--- config.mk ---
export PLATFORM = sky130hd
export DESIGN_NAME = seen_bitmap
export DESIGN_NICKNAME = d
export VERILOG_FILES = /design/src/rtl/lfsr_period_checker_seen_bitmap.sv
export SDC_FILE = /design/constraint.sdc
export NUM_CORES = 1
export LEC_CHECK = 0
export BUFFER_PORTS_ARGS = -buffer_cell sky130_fd_sc_hd__buf_2
export CORE_MARGIN = 2
export CORE_UTILIZATION = 51
export CTS_CLUSTER_DIAMETER = 150
export DETAILED_ROUTE_END_ITERATION = 8
export PLACE_DENSITY_LB_ADDON = 0.12
export SLEW_MARGIN = 20
export SYNTH_ARGS = -nofsm -noshare
export SYNTH_HDL_FRONTEND = slang
export SYNTH_SLANG_ARGS = --single-unit
--- constraint.sdc ---
create_clock -name clk -period 1.7 [get_ports clk]
set_clock_uncertainty 0.05 [all_clocks]
set_input_delay 0.34 -clock clk [delete_from_list [all_inputs] [get_ports clk]]
set_output_delay 0.34 -clock clk [all_outputs]
set_load 0.03 [all_outputs]
--- src/rtl/lfsr_period_checker_seen_bitmap.sv ---
// One flag per possible LFSR state; set on first sighting, tested combinationally.
// Latency: set visible the cycle after the set edge; backpressure: none (no handshake).
module seen_bitmap #(
  parameter int WIDTH = 4
) (
  input  logic             clk,
  input  logic             rst,
  input  logic             clr,
  input  logic             set,
  input  logic [WIDTH-1:0] set_idx,
  input  logic [WIDTH-1:0] test_idx,
  output logic             hit
);

  logic [(1<<WIDTH)-1:0] bits;

  always_ff @(posedge clk) begin
    if (!rst || clr) begin
      bits <= '0;
    end else if (set) begin
      bits[set_idx] <= 1'b1;
    end
  end

  assign hit = bits[test_idx];

endmodule

==> key figures <==
Routing
  – Routed len/inst: 13.86 microns
  – Post-Route WL: 1344 microns
  – Antenna Nets Post-Route: 0
  – Starting DRC count in detailed routing: 20
  – DR pass1 iterations: 4
  – Vias: 555
  – Drt drc: 0
  – Vias per cell: 5.722

Global routing
  – Largest net degree at the start of global routing: 17
  – Grt ovf: 0
  – Initial antenna violation count: 0
  – First-pass GRT wire length: 2097 microns
  – Global-route usage over all layers: between 20% and 30%
  – Vias in the first global route: 480

Cells and area
  – Largest Register: bits
  – Diodes inserted: 0
  – Largest register FFs: 16
  – Nets: 95
  – Area growth from synthesis to layout: 15.87%
  – # fillers: 121
  – Regs by FF count: bits: 16 flops
  – Final non-filler cell total: 97
  – Share of cells above drive strength 1: between 30% and 40%

Clock network
  – Hold_buf cts: 0
  – Clk pin slew, worst setup/hold paths: 0.09 ns
  – CTS tree: done
  – CTS buffer count: 3
  – Clk sink count: 16
  – Clk buf depth: 2
  – Clk root buf: clkbuf_4
  – H-tree lvl count: 1
  – Clk_lat worst skew: 0.29 ns

Place
  – I/O Buffers: 12
  – Placed cells: 92
  – Gpl congestion: 0.7657
  – Hpwl dp: approximately 950 microns

Timing
  – RSZ-0062 raised after global routing: yes
  – Final Max Slew Viols: 0
  – Final setup margin: -0.1772 ns
  – FMAX: 532.7 MHz
  – Final worst path period share: 110.4%
  – Relative slew margins: about 60%
  – Fin. Hold Viols: 0
  – Shortest period the worst path allows: 1.877 ns
  – Worst-Margin Slew: 0.5740 ns
  – Final setup viols: 1

Setup path
  – Most common cell on crit path: mux2i_1
  – CP max stage cell: mux4_2
  – Critical path origin: bits[15]$_SDFFE_PP0P_
  – Crit path kind: reg2out
  – FF-to-FF Start: bits[9]$_SDFFE_PP0P_
  – Critical Path, Cell by Cell: mux4_2 -> mux2i_1 -> mux2i_1 -> buf_4
  – WP data required: 1.31 ns
  – R2R cell count: 3
  – Critical Path Sink Type: output port
  – Worst path max stage delay: 0.45 ns
  – Critical Path Source Type: flip-flop
  – CP Max Fanout: 2
  – Crit path DAT: 1.49 ns

Power and ir drop
  – Pwr/cell area: approximately 880 nW/um^2
  – Leakage: 0.3176 nW
  – VDD IR max: 714.7 uV
  – Power consumption: 0.0006914 W

Logic synthesis
  – Synthesized instance count: 67
  – Net count after synthesis: 79
  – Post-synthesis mux area share: approximately a fifth
  – Post-synth EDFFs: 0
  – Synth Flop Type: dfxtp_1
  – Synth Area in Simple Gates: 17.34%
  – Synth cell count leaders: 16 x dfxtp_1, 16 x nor2_1, 8 x a21oi_1, 8 x a31oi_1, 4 x mux4_1
  – Syn_area_per_cell: 10.12 sq um
  – Ys async rst share: 0%
  – Synth top area cells: dfxtp_1 47%, mux4_1 15%, nor2_1 8.9%
  – Ys Warns: 0
  – Adder-Cell Fraction of Synth Area: 0%
  – Post-synth top area cell: dfxtp_1
  – Post-synthesis register bit count: 16
  – Synth Cell Area: 678.2 sq um
  – Seq/Total Area, Yosys: 47.23%
  – Largest family of logic cells by synthesized area: multiplexers
  – Compound-Gate Fraction of Synth Area: 13.28%
  – Unique masters post-synth: 13
  – Xor/xnor share of the synthesized area: 0%
  – Synth top area share: 47.23%

Run
  – Max Cap Viol: 0

Floorplan
  – Die X: 40.47 microns
  – I/O pins: 13
  – Full die area: between 1500 and 2000 sq um
  – Core area: 1269 sq um
  – Starting Density: 53.45%
  – Die Y: 40.47 microns
  – Row cnt: 13

Worst hold path
  – Worst hold path class: in2reg
  – Worst hold path startpoint: set_idx[1]
  – Hold Crit Depth: 3

Status
  – Failing checks: negative setup slack
  – Outcome: finished, violations left
timing repair:
item / 4_1_cts / 5_1_grt
resized for setup: 9 / 0
buffers inserted: 1 / 0
cloned: 0 / 0
endpoints found under the setup margin: 1 / 1
layer usage:
metal | wire [microns] | share of wire (%) | track usage, %
met3 | 121 | 9.0 | 10.00
met2 | 603 | 45 | 30.56
met1 | 595 | 44 | 25.77
met5 | 0 | 0 | 0
met4 | 23 | 1.7 | 7.500
cell families (layout without fill, tap and decap cells):
family	count (synthesis)	count (layout)
flops	16	16
buf+inv	4	19
simple gates	24	24
mux	7	7
compound gates	16	16
final timing paths:
| kind | end | slack [ns] |
|---|---|---|
| max | hit | -0.18 |
| min | bits[2]$_SDFFE_PP0P_ | 0.32 |
| max reg2reg | bits[9]$_SDFFE_PP0P_ | 0.91 |
| min reg2reg | bits[7]$_SDFFE_PP0P_ | 0.42 |
through the flow:
stage	worst slack (ns)	cell area, sq um	hold slack, ns	TNS (ns)	utilization (%)
after global placement	-0.1241	749.5	0.3932	-0.1241	59.07
after detailed placement	-0.1394	749.5	0.4014	-0.1394	59.07
after floorplan	0.08134	678.2	0.3784	0	-
after global routing	-0.2531	785.8	0.3518	-0.2531	61.93
after CTS	-0.1997	785.8	0.3151	-0.1997	61.93
final	-0.1772	785.8	0.3207	-0.1772	61.93
critical path, delay by kind of cell, from the launching register on:
kind / cells / cell delay (ns)
DFF: 1 / 0.33
buffers and inverters: 1 / 0.17
muxes: 3 / 0.68
layout make-up:
cell class / instances / area (sq um) / area share, %
Clock buffer: 4 / 36.28 / 4.618
Tap cell: 15 / 18.77 / 2.389
Multi-Input combinational cell: 47 / 327.8 / 41.72
Timing Repair Buffer: 13 / 70.07 / 8.917
Sequential cell: 16 / 325.3 / 41.40
Inverter: 2 / 7.507 / 0.9554
report_power, final:
group | switching (W) | internal (W) | total, W
registers | 0.00000181 | 0.000378 | 0.000379
clock network | 0.000122 | 0.000131 | 0.000253
logic | 0.0000338 | 0.0000252 | 0.0000590
total | 0.000158 | 0.000534 | 0.000691
cells in the final DEF, fill, tap and decap left out:
cell      instances
nor2_1           16
dfxtp_1          12
buf_2            11
a31oi_1           8
a21oi_1           8
mux4_2            4
dfxtp_2           4
mux2i_1           3
clkbuf_4          3
inv_1             2
nor3b_1           2
and3b_1           2
nor2b_1           2
buf_4             2
nand2b_1          1
and3_1            1
clkbuf_8          1
No activity file was read; power rests on OpenSTA's default activity.
